--- src/rtl/mul_seq_16_if.sv ---
`default_nettype none
// ============================================================================
//  Module      : mul_seq_16_if
//  Description : Bundle for the sequential multiplier. It carries the
//                start/busy/done handshake to the control FSM, the operands
//                and product, and the link to the shared adder stage.
//                slave  = multiplier side
//                master = control FSM + adder stage side
//  Signals     : start, a, b, busy, done, p,
//                add_a, add_b, add_cin, add_s, add_c,
//                sgn (only when MUL_SIGNED_EN is defined)
//  Revision    : 1.0 - initial release
// ============================================================================
interface mul_seq_16_if #(
    parameter int WIDTH = 16
);
    logic               start;
    logic [WIDTH-1:0]   a;
    logic [WIDTH-1:0]   b;
    logic               busy;
    logic               done;
    logic [2*WIDTH-1:0] p;
    logic [WIDTH-1:0]   add_a;
    logic [WIDTH-1:0]   add_b;
    logic               add_cin;
    logic [WIDTH-1:0]   add_s;
    logic               add_c;

`ifdef MUL_SIGNED_EN
    logic               sgn;

    modport slave (
        input  start, a, b, sgn, add_s, add_c,
        output busy, done, p, add_a, add_b, add_cin
    );

    modport master (
        output start, a, b, sgn, add_s, add_c,
        input  busy, done, p, add_a, add_b, add_cin
    );
`else
    modport slave (
        input  start, a, b, add_s, add_c,
        output busy, done, p, add_a, add_b, add_cin
    );

    modport master (
        output start, a, b, add_s, add_c,
        input  busy, done, p, add_a, add_b, add_cin
    );
`endif

endinterface
`default_nettype wire

--- src/rtl/mul_seq_16.sv ---
`default_nettype none
// ============================================================================
//  Module      : mul_seq_16
//  Description : Sequential WIDTH x WIDTH shift-add multiplier. One partial
//                product add per iteration is performed on the shared
//                external adder stage (add_a/add_b/add_cin out,
//                add_s/add_c back after ADD_LAT cycles).
//  Ports       : clk      - system clock, rising edge
//                rst      - synchronous active-high reset
//                bus      - mul_seq_16_if.slave
//                  start  in   request, sampled only in IDLE
//                  a, b   in   multiplicand / multiplier
//                  busy   out  operation in progress
//                  done   out  one-cycle pulse, product valid
//                  p      out  2*WIDTH product, held until next start
//                  add_*  adder stage operands / results
//                  sgn    in   two's complement mode (MUL_SIGNED_EN only)
//  Parameters  : WIDTH    operand width (iterations = WIDTH)
//                ADD_LAT  adder latency in cycles, 1..4
//  Options     : MUL_SIGNED_EN - adds the sgn input and a NEG state that
//                conditionally negates the product (+1 cycle latency).
//  Revision    : 1.0 - initial release
// ============================================================================
module mul_seq_16 #(
    parameter int WIDTH   = 16,
    parameter int ADD_LAT = 1
) (
    input  logic        clk,
    input  logic        rst,
    mul_seq_16_if.slave bus
);

    localparam int                 c_CNT_W     = $clog2(WIDTH + 1);
    localparam int                 c_PW        = 2 * WIDTH;
    localparam logic [c_CNT_W-1:0] c_ITER_ONE  = c_CNT_W'(1);
    localparam logic [c_CNT_W-1:0] c_ITER_LAST = c_CNT_W'(WIDTH);
    // WAIT spans ADD_LAT-1 cycles; the counter runs 0 .. ADD_LAT-2.
    localparam logic [2:0]         c_WAIT_LAST = 3'((ADD_LAT > 1) ? (ADD_LAT - 2) : 0);

    localparam logic [2:0] c_S_IDLE  = 3'd0;
    localparam logic [2:0] c_S_ISSUE = 3'd1;
    localparam logic [2:0] c_S_WAIT  = 3'd2;
    localparam logic [2:0] c_S_SHIFT = 3'd3;
    localparam logic [2:0] c_S_DONE  = 3'd4;
`ifdef MUL_SIGNED_EN
    localparam logic [2:0] c_S_NEG   = 3'd5;
    localparam logic [2:0] c_S_AFTER = c_S_NEG;
    localparam logic [c_PW-1:0]  c_ONE_P = c_PW'(1);
    localparam logic [WIDTH-1:0] c_ONE_W = WIDTH'(1);
`else
    localparam logic [2:0] c_S_AFTER = c_S_DONE;
`endif

    logic [2:0]         r_state;
    logic [2:0]         w_state_nxt;

    logic [WIDTH-1:0]   r_mcand;
    logic [WIDTH-1:0]   r_acc_hi;
    logic [WIDTH-1:0]   r_acc_lo;
    logic [c_CNT_W-1:0] r_iter;
    logic [c_CNT_W-1:0] w_iter_inc;
    logic [2:0]         r_wcnt;
    logic [WIDTH-1:0]   r_add_a;
    logic [WIDTH-1:0]   r_add_b;
    logic [c_PW-1:0]    r_p;
    logic               r_busy;
    logic               r_done;

    logic               w_accept;
    logic               w_busy_nxt;
    logic               w_done_nxt;
    logic [c_PW-1:0]    w_shifted;
    logic [WIDTH-1:0]   w_a_mag;
    logic [WIDTH-1:0]   w_b_mag;

`ifdef MUL_SIGNED_EN
    logic               r_sign;
    logic               w_sign;
    logic [c_PW-1:0]    w_acc_neg;

    // In signed mode the loop always runs on magnitudes; 0x8000 negates
    // to itself, which is the correct unsigned magnitude of -32768.
    assign w_a_mag   = (bus.sgn && bus.a[WIDTH-1]) ? (~bus.a + c_ONE_W) : bus.a;
    assign w_b_mag   = (bus.sgn && bus.b[WIDTH-1]) ? (~bus.b + c_ONE_W) : bus.b;
    assign w_sign    = bus.sgn & (bus.a[WIDTH-1] ^ bus.b[WIDTH-1]);
    assign w_acc_neg = ~{r_acc_hi, r_acc_lo} + c_ONE_P;
`else
    assign w_a_mag   = bus.a;
    assign w_b_mag   = bus.b;
`endif

    // 33-bit right shift of {carry, sum, acc_lo}; dropping acc_lo[0]
    // retires the multiplier bit that was just consumed.
    assign w_shifted  = {bus.add_c, bus.add_s, r_acc_lo[WIDTH-1:1]};
    assign w_iter_inc = r_iter + c_ITER_ONE;

    // ------------------------------------------------------------------
    // State register
    // ------------------------------------------------------------------
    always_ff @(posedge clk) begin
        if (rst) begin
            r_state <= c_S_IDLE;
        end else begin
            r_state <= w_state_nxt;
        end
    end

    // ------------------------------------------------------------------
    // Next-state logic
    // ------------------------------------------------------------------
    always_comb begin
        w_state_nxt = r_state;
        case (r_state)
            c_S_IDLE: begin
                if (bus.start) begin
                    w_state_nxt = c_S_ISSUE;
                end
            end
            c_S_ISSUE: begin
                w_state_nxt = (ADD_LAT > 1) ? c_S_WAIT : c_S_SHIFT;
            end
            c_S_WAIT: begin
                if (r_wcnt == c_WAIT_LAST) begin
                    w_state_nxt = c_S_SHIFT;
                end
            end
            c_S_SHIFT: begin
                w_state_nxt = (w_iter_inc == c_ITER_LAST) ? c_S_AFTER : c_S_ISSUE;
            end
`ifdef MUL_SIGNED_EN
            c_S_NEG: begin
                w_state_nxt = c_S_DONE;
            end
`endif
            c_S_DONE: begin
                w_state_nxt = c_S_IDLE;
            end
            default: begin
                w_state_nxt = c_S_IDLE;
            end
        endcase
    end

    // ------------------------------------------------------------------
    // Output logic (next values of the registered handshake outputs)
    // ------------------------------------------------------------------
    always_comb begin
        w_accept   = 1'b0;
        w_busy_nxt = r_busy;
        w_done_nxt = 1'b0;
        case (r_state)
            c_S_IDLE: begin
                w_accept   = bus.start;
                w_busy_nxt = bus.start;
            end
            c_S_DONE: begin
                // busy drops in the same cycle that done rises
                w_busy_nxt = 1'b0;
                w_done_nxt = 1'b1;
            end
            default: begin
                w_busy_nxt = 1'b1;
            end
        endcase
    end

    // ------------------------------------------------------------------
    // Datapath and registered outputs
    // ------------------------------------------------------------------
    always_ff @(posedge clk) begin
        if (rst) begin
            r_mcand  <= '0;
            r_acc_hi <= '0;
            r_acc_lo <= '0;
            r_iter   <= '0;
            r_wcnt   <= '0;
            r_add_a  <= '0;
            r_add_b  <= '0;
            r_p      <= '0;
            r_busy   <= 1'b0;
            r_done   <= 1'b0;
`ifdef MUL_SIGNED_EN
            r_sign   <= 1'b0;
`endif
        end else begin
            r_busy <= w_busy_nxt;
            r_done <= w_done_nxt;
            case (r_state)
                c_S_IDLE: begin
                    if (w_accept) begin
                        r_mcand  <= w_a_mag;
                        r_acc_hi <= '0;
                        r_acc_lo <= w_b_mag;
                        r_iter   <= '0;
                        // Operands are registered on ISSUE entry so they
                        // are already stable during the ISSUE cycle.
                        r_add_a  <= '0;
                        r_add_b  <= w_b_mag[0] ? w_a_mag : '0;
`ifdef MUL_SIGNED_EN
                        r_sign   <= w_sign;
`endif
                    end
                end
                c_S_ISSUE: begin
                    r_wcnt <= '0;
                end
                c_S_WAIT: begin
                    r_wcnt <= r_wcnt + 3'd1;
                end
                c_S_SHIFT: begin
                    {r_acc_hi, r_acc_lo} <= w_shifted;
                    r_iter               <= w_iter_inc;
                    // Preload the next iteration's operands; after the last
                    // iteration they keep their final values.
                    if (w_state_nxt == c_S_ISSUE) begin
                        r_add_a <= w_shifted[c_PW-1:WIDTH];
                        r_add_b <= w_shifted[0] ? r_mcand : '0;
                    end
                end
`ifdef MUL_SIGNED_EN
                c_S_NEG: begin
                    if (r_sign) begin
                        {r_acc_hi, r_acc_lo} <= w_acc_neg;
                    end
                end
`endif
                c_S_DONE: begin
                    r_p <= {r_acc_hi, r_acc_lo};
                end
                default: begin
                end
            endcase
        end
    end

    assign bus.busy    = r_busy;
    assign bus.done    = r_done;
    assign bus.p       = r_p;
    assign bus.add_a   = r_add_a;
    assign bus.add_b   = r_add_b;
    assign bus.add_cin = 1'b0;

endmodule
`default_nettype wire

--- src/flat_wrapper.sv ---
// flat-port wrapper written by rule: the top's interface ports become plain ports
module mul_seq_16_flat 
#(
    parameter int WIDTH   = 16,
    parameter int ADD_LAT = 1
)
  (clk, rst, bus_start, bus_a, bus_b, bus_add_s, bus_add_c, bus_busy, bus_done, bus_p, bus_add_a, bus_add_b, bus_add_cin);
  mul_seq_16_if #(.WIDTH(WIDTH)) bus_i ();
  input  logic clk;
  input  logic rst;
  input wire logic [$bits(bus_i.start)-1:0] bus_start;
  input wire logic [$bits(bus_i.a)-1:0] bus_a;
  input wire logic [$bits(bus_i.b)-1:0] bus_b;
  input wire logic [$bits(bus_i.add_s)-1:0] bus_add_s;
  input wire logic [$bits(bus_i.add_c)-1:0] bus_add_c;
  output wire logic [$bits(bus_i.busy)-1:0] bus_busy;
  output wire logic [$bits(bus_i.done)-1:0] bus_done;
  output wire logic [$bits(bus_i.p)-1:0] bus_p;
  output wire logic [$bits(bus_i.add_a)-1:0] bus_add_a;
  output wire logic [$bits(bus_i.add_b)-1:0] bus_add_b;
  output wire logic [$bits(bus_i.add_cin)-1:0] bus_add_cin;
  assign bus_i.start = bus_start;
  assign bus_i.a = bus_a;
  assign bus_i.b = bus_b;
  assign bus_i.add_s = bus_add_s;
  assign bus_i.add_c = bus_add_c;
  assign bus_busy = bus_i.busy;
  assign bus_done = bus_i.done;
  assign bus_p = bus_i.p;
  assign bus_add_a = bus_i.add_a;
  assign bus_add_b = bus_i.add_b;
  assign bus_add_cin = bus_i.add_cin;
  mul_seq_16 #(.WIDTH(WIDTH), .ADD_LAT(ADD_LAT)) u_core (.clk(clk), .rst(rst), .bus(bus_i));
endmodule
--- config.mk ---
export PLATFORM = sky130hd
export DESIGN_NAME = mul_seq_16_flat
export DESIGN_NICKNAME = d
export VERILOG_FILES = /design/src/rtl/mul_seq_16_if.sv /design/src/rtl/mul_seq_16.sv /design/src/flat_wrapper.sv
export SDC_FILE = /design/constraint.sdc
export NUM_CORES = 1
export LEC_CHECK = 0
export CAP_MARGIN = 20
export CELL_PAD_IN_SITES_DETAIL_PLACEMENT = 1
export CELL_PAD_IN_SITES_GLOBAL_PLACEMENT = 1
export CORE_MARGIN = 2
export CORE_UTILIZATION = 36
export CTS_BUF_LIST = sky130_fd_sc_hd__clkbuf_16
export DETAILED_ROUTE_END_ITERATION = 7
export PLACE_DENSITY_LB_ADDON = 0.1
export SYNTH_ARGS = -nofsm -noshare
export SYNTH_HDL_FRONTEND = slang
export SYNTH_SLANG_ARGS = --single-unit
--- constraint.sdc ---
create_clock -name clk -period 2.3 [get_ports clk]
set_input_delay 0.23 -clock clk [delete_from_list [all_inputs] [get_ports clk]]
set_output_delay 0.23 -clock clk [all_outputs]
set_load 0.02 [all_outputs]
# == Word level (Yosys, flattened, before mapping) ==
# Index checks and enable logic that the tools add are counted.
# Widths: inputs -> output; s select.
# word_totals
reg_bits,125
latchBits,0
mem_bits_rw,0
rom_bits,0
in_bits,52
output_inout_bits,67
elab_cells,49
mem_count,0
# classes
add_sub_neg,2
mul,0
div,0
order_cmp,0
eq_ne,8
shifts,0
n_mux,21
bitwise_logic,0
n_reduce_logical,7
# op_table
cell,n
$pmux 16 s2,4
$mux 16,7
$pmux 3 s4,1
$pmux 5 s2,1
$mux 3,3
$eq 3x1->1 const B,2
$eq 3x2->1 const B,2
$logic_not 3->1,2
$pmux 3 s2,1
$add 5x1->5 const B,1
$eq 5x5->1 const B,1
$mux 5,1
$ne 2x1->1 const B,2
$reduce_and 2->1,2
$reduce_bool 2->1,2
$add 3x1->3 const B,1
$eq 3x3->1 const B,1
$reduce_and 3->1,1
$mux 1,2
$pmux 1 s2,1

# == Longest topological paths before layout ==
# logic_depth
ltp_word,7
mapped_depth,6

# == Least setup slack after synthesis ==
# OpenSTA, ideal clock, no wires.
# synth_timing
path_kind,register to register
from,register u_core.r_iter[0]
to,"register u_core.r_add_b[10], in the netlist u_core.bus.add_b[10]"
setup_time_ps,119
arrival_time_ps,1470
t_required_ps,2181
path_slack_ps,711
stages_incl_launch_ff,7
path_buffers,1
synth_period_minus_slack_ps,1589
cell_sequence,dfxtp_1 > ha_1 > nand2_1 > or2_1 > o21ba_2 > buf_6 > o221a_2
# synth_between
elab_chain_len,7
# synth_lines
element,line_no,text
from (decl),mul_seq_16.sv:60,logic [c_CNT_W-1:0] r_iter;
from (signal assigned),mul_seq_16.sv:212,r_iter <= w_iter_inc;
$add 5x1->5,mul_seq_16.sv:95,assign w_iter_inc = r_iter + c_ITER_ONE;
$eq 5x5->1,mul_seq_16.sv:128,w_state_nxt = (w_iter_inc == c_ITER_LAST) ? c_S_AFTER : c_S_ISSUE;
$mux 3,mul_seq_16.sv:128,
$pmux 3 s4,mul_seq_16.sv:113,case (r_state)
$eq 3x1->1,mul_seq_16.sv:215,if (w_state_nxt == c_S_ISSUE) begin
$ne 2x1->1 (no source line),--,
$reduce_and 3->1 (no source line),--,
to (signal assigned),mul_seq_16.sv:198,r_add_b <= w_b_mag[0] ? w_a_mag : '0;
to (signal assigned),mul_seq_16.sv:217,r_add_b <= w_shifted[0] ? r_mcand : '0;
to (decl),mul_seq_16.sv:64,logic [WIDTH-1:0] r_add_b;
# No other way between the ends.
# A chain may end at the register's enable or synchronous reset.

# == Worst setup path after layout ==
# layout_timing
from,register u_core.r_state[0]
to,"register u_core.r_add_b[0], in the netlist u_core.bus.add_b[0]"
# layout_between
elab_chain_len,5
word_cells_on_any_way,14
# layout_lines
element,line_no,text
from (decl),mul_seq_16.sv:54,logic [2:0] r_state;
from (signal assigned),mul_seq_16.sv:102,r_state <= c_S_IDLE;
from (signal assigned),mul_seq_16.sv:104,r_state <= w_state_nxt;
$eq 3x2->1 (tied with other cells),"mul_seq_16.sv:113, mul_seq_16.sv:188",
$pmux 3 s4,mul_seq_16.sv:113,
$eq 3x1->1,mul_seq_16.sv:215,
$ne 2x1->1 (no source line),--,
$reduce_and 3->1 (no source line),--,
# Parallel ways exist; a longest one is shown, timed or not.

==> impl_results.md <==
* Max Freq at 0.526 GHz
* Mapped Cells at 597
* Die span in y at 122 um
* I/O pin count at 119
* Hold_sp: rst
* GPL Wtd Cong at 0.796
* Ant diodes at 0
* Peak VDD IR at 0.420 mV
* Syn avg cell area at 8.41 um2
* Crit-path max FO at 17
* Core ar. at 13800 um2
* R2r worst-path depth at 5
* Top-count cell post-synth: nand2_1
* Ys flop type: dfxtp_1
* Max Cap Viol at 0
* Final setup vio count at 0
* Post-Synthesis Cell Area at 5020 um2
* Worst R2R End: u_core.bus.add_b[0]
* Synthesized flop and latch total at 125
* CP arrival at 2.20 ns
* Max-slew violations at 0
* Reg2reg start: u_core.r_state[0]
* Worst min path class: input port to flop
* Setup Skew at 0.00602 ns
* Hold endpoint: u_core.r_state[2]
* Share of post-route cells with drive strength above 1 at 9.99%
* Final period demand of the worst path at 1.90 ns
* Clk pin slew, worst setup/hold paths at 0.05 ns
* Vias at 4519
* Rel. slew slack at 59.1%
* Yosys cell types at 40
* Later-pin clock latency in the skew report at 0.41 ns
* Vias in the first global route at 4546
* CP peak stage delay at 0.68 ns
* First-pass GRT wire length at 22.5 mm
* Register area share after synthesis at 49.8%
* Placed cell areas at 6350 um2
* CTS sink cnt at 125
* Required time worst endpoint at 2.60 ns
* Period utilization at 82.7%
* Setup_tns at 0 ns
* Critical Path, Cell by Cell: and3b_1, buf_4, o21ai_1, buf_4, o221a_2
* DRC Markers at 0
* Die Area at 14900 um2
* PwrDens at 840 nW/um2
* TritonCTS Buffers at 17
* HPWL after DPL at 9.04 mm
* Worst path most repeated cell: buf_4
* Via density per instance at 5.07
* Area growth, synth to finish at 36.6%
* Final Hold Violating Endpoints at 0
* Die width at 122 um
* Initial antenna violation count at 0
* Hold Path Stages at 3
* Wirelength, routed at 14.0 mm
* CTS Root Cell: clkbuf_16
* Largest net degree at the start of global routing at 125
* Synth area leader: dfxtp_1
* Worst hold slack at 0.168 ns
* H-tree depth at 4
* Mean routed wirelength per cell at 15.7 um
* Critical path class: flop to flop
* Synth Net Count at 652
* Cts hold-fix bufs at 0
* Top delay family on crit path: flip-flops
* Reg2reg setup slack at 0.40 ns
* Asr flop ratio synth at 0%
* Leak Pwr at 2.51 nW
* Synth cell count leaders: 149 x nand2_1, 125 x dfxtp_1, 74 x a21oi_1
* Post-synth EDFFs at 0
* Initial DRT Pass Iterations at 4
* Yosys warns at 0
* GRT Resource Usage Total at 19.3%
* Fin nets at 754
* Total congestion overflow at 0
* Post-route cell area at 6860 um2
* Outcome: finished, final reports clean
* CTS Buffer Depth at 2
* Buf/Inv on CP at 2
* Initial drt markers at 340
* Ranking of synthesized cells by area: dfxtp_1 50%, nand2_1 11%, a21oi_1 7.4%
* CP Capture Type: flop
* Synth top area share at 49.8%
* Port bufs at 117
* Worst Tran Pin Value at 0.613 ns
* RSZ-0062 raised after global routing: false
* Critical Path Start Type: flop
* Initial core utilization at 36.5%
* Post-CTS Repair Setup Buffers at 0
* FP Rows at 43
* Crit path max-delay cell type: dfxtp_1
* Clock tree from TritonCTS: built
* CTS resizes at 0
* Remaining antenna violation count at 0
metrics by stage:
step	total power, mW	cells	setup WS, ns	util, %
2_1_floorplan	3.06	597	0.711	-
3_3_place_gp	3.43	860	0.390	46.1
3_5_place_dp	3.46	860	0.274	46.1
4_1_cts	5.83	891	0.389	49.8
5_1_grt	6.04	891	0.225	49.8
6_report	5.76	891	0.398	49.8
flip-flops by register name, indices dropped and copies added (netlist names):
signal            cells
u_core.bus.add_a     16
u_core.r_state        3
u_core.r_acc_hi      16
u_core.r_acc_lo      16
u_core.r_mcand       16
u_core.bus.add_b     16
u_core.bus.done       1
u_core.bus.p         32
u_core.r_wcnt         3
u_core.r_iter         5
u_core.bus.busy       1
logic make-up after synthesis:
logic type	share of synthesized area (%)
AND/OR/NAND/NOR	19.4
AO/OA/AOI/OAI	22.7
flip-flops	49.8
buffers and inverters	7.15
adder cells (fa/ha/maj)	0.747
XOR/XNOR	0.174
other	0.0747
worst reg2reg max path, stage by stage, from the launching register on:
cell	delay [ns]
dfxtp_1	0.68
and3b_1	0.31
buf_4	0.21
o21ai_1	0.09
buf_4	0.21
o221a_2	0.29
final cells by class:
cell class	count	area, um2
clock buffers	17	425
clock inverters	14	87.6
fillers	1640	6910
inverters	34	128
multi-input cells	388	2160
flip-flops and latches	125	2500
well taps	180	225
repair buffers	133	1330
worst max-delay path by stage:
stage                                      end              start  cells past startpoint  slack, ns
after floorplan           u_core.bus.add_b[10]   u_core.r_iter[0]                      6       0.71
after global placement     u_core.r_acc_lo[13]          bus_start                      5       0.39
after detailed placement   u_core.r_acc_lo[15]          bus_start                      5       0.27
after CTS                  u_core.bus.add_b[0]  u_core.r_state[0]                      5       0.39
after global routing       u_core.r_acc_lo[10]  u_core.r_state[1]                      4       0.23
final                      u_core.bus.add_b[0]  u_core.r_state[0]                      5       0.40
report_power, final:
| group | internal [mW] | total (mW) | switching (mW) |
|---|---|---|---|
| logic | 0.430 | 0.941 | 0.511 |
| clock network | 1.44 | 2.34 | 0.909 |
| registers | 2.33 | 2.47 | 0.141 |
placed cells by master (no fill, tap or decap), drive strengths merged, types with 2 or more instances in the layout:
master,Yosys,layout
nor3,3,3
a211oi,3,3
clkinv,0,11
a22oi,18,18
inv,34,36
dfxtp,125,125
o21ai,7,7
clkdlybuf4s50,0,116
nand2,149,149
o32ai,16,16
o221a,16,16
a21oi,74,74
ha,3,3
and2,19,19
nor2,43,43
buf,20,17
a311oi,16,16
nand2b,4,4
nand3b,2,2
clkbuf,30,17
per-layer routing:
layer | global-route usage [%] | up-vias | part of all wire (%)
li1 | - | 2221 | -
met1 | 23.9 | 2182 | 45
met3 | 4.78 | 16 | 4.1
met2 | 32.4 | 100 | 49
met4 | 7.54 | 0 | 1.4
met5 | 0 | - | 0
(Power assumes the default switching activity.)
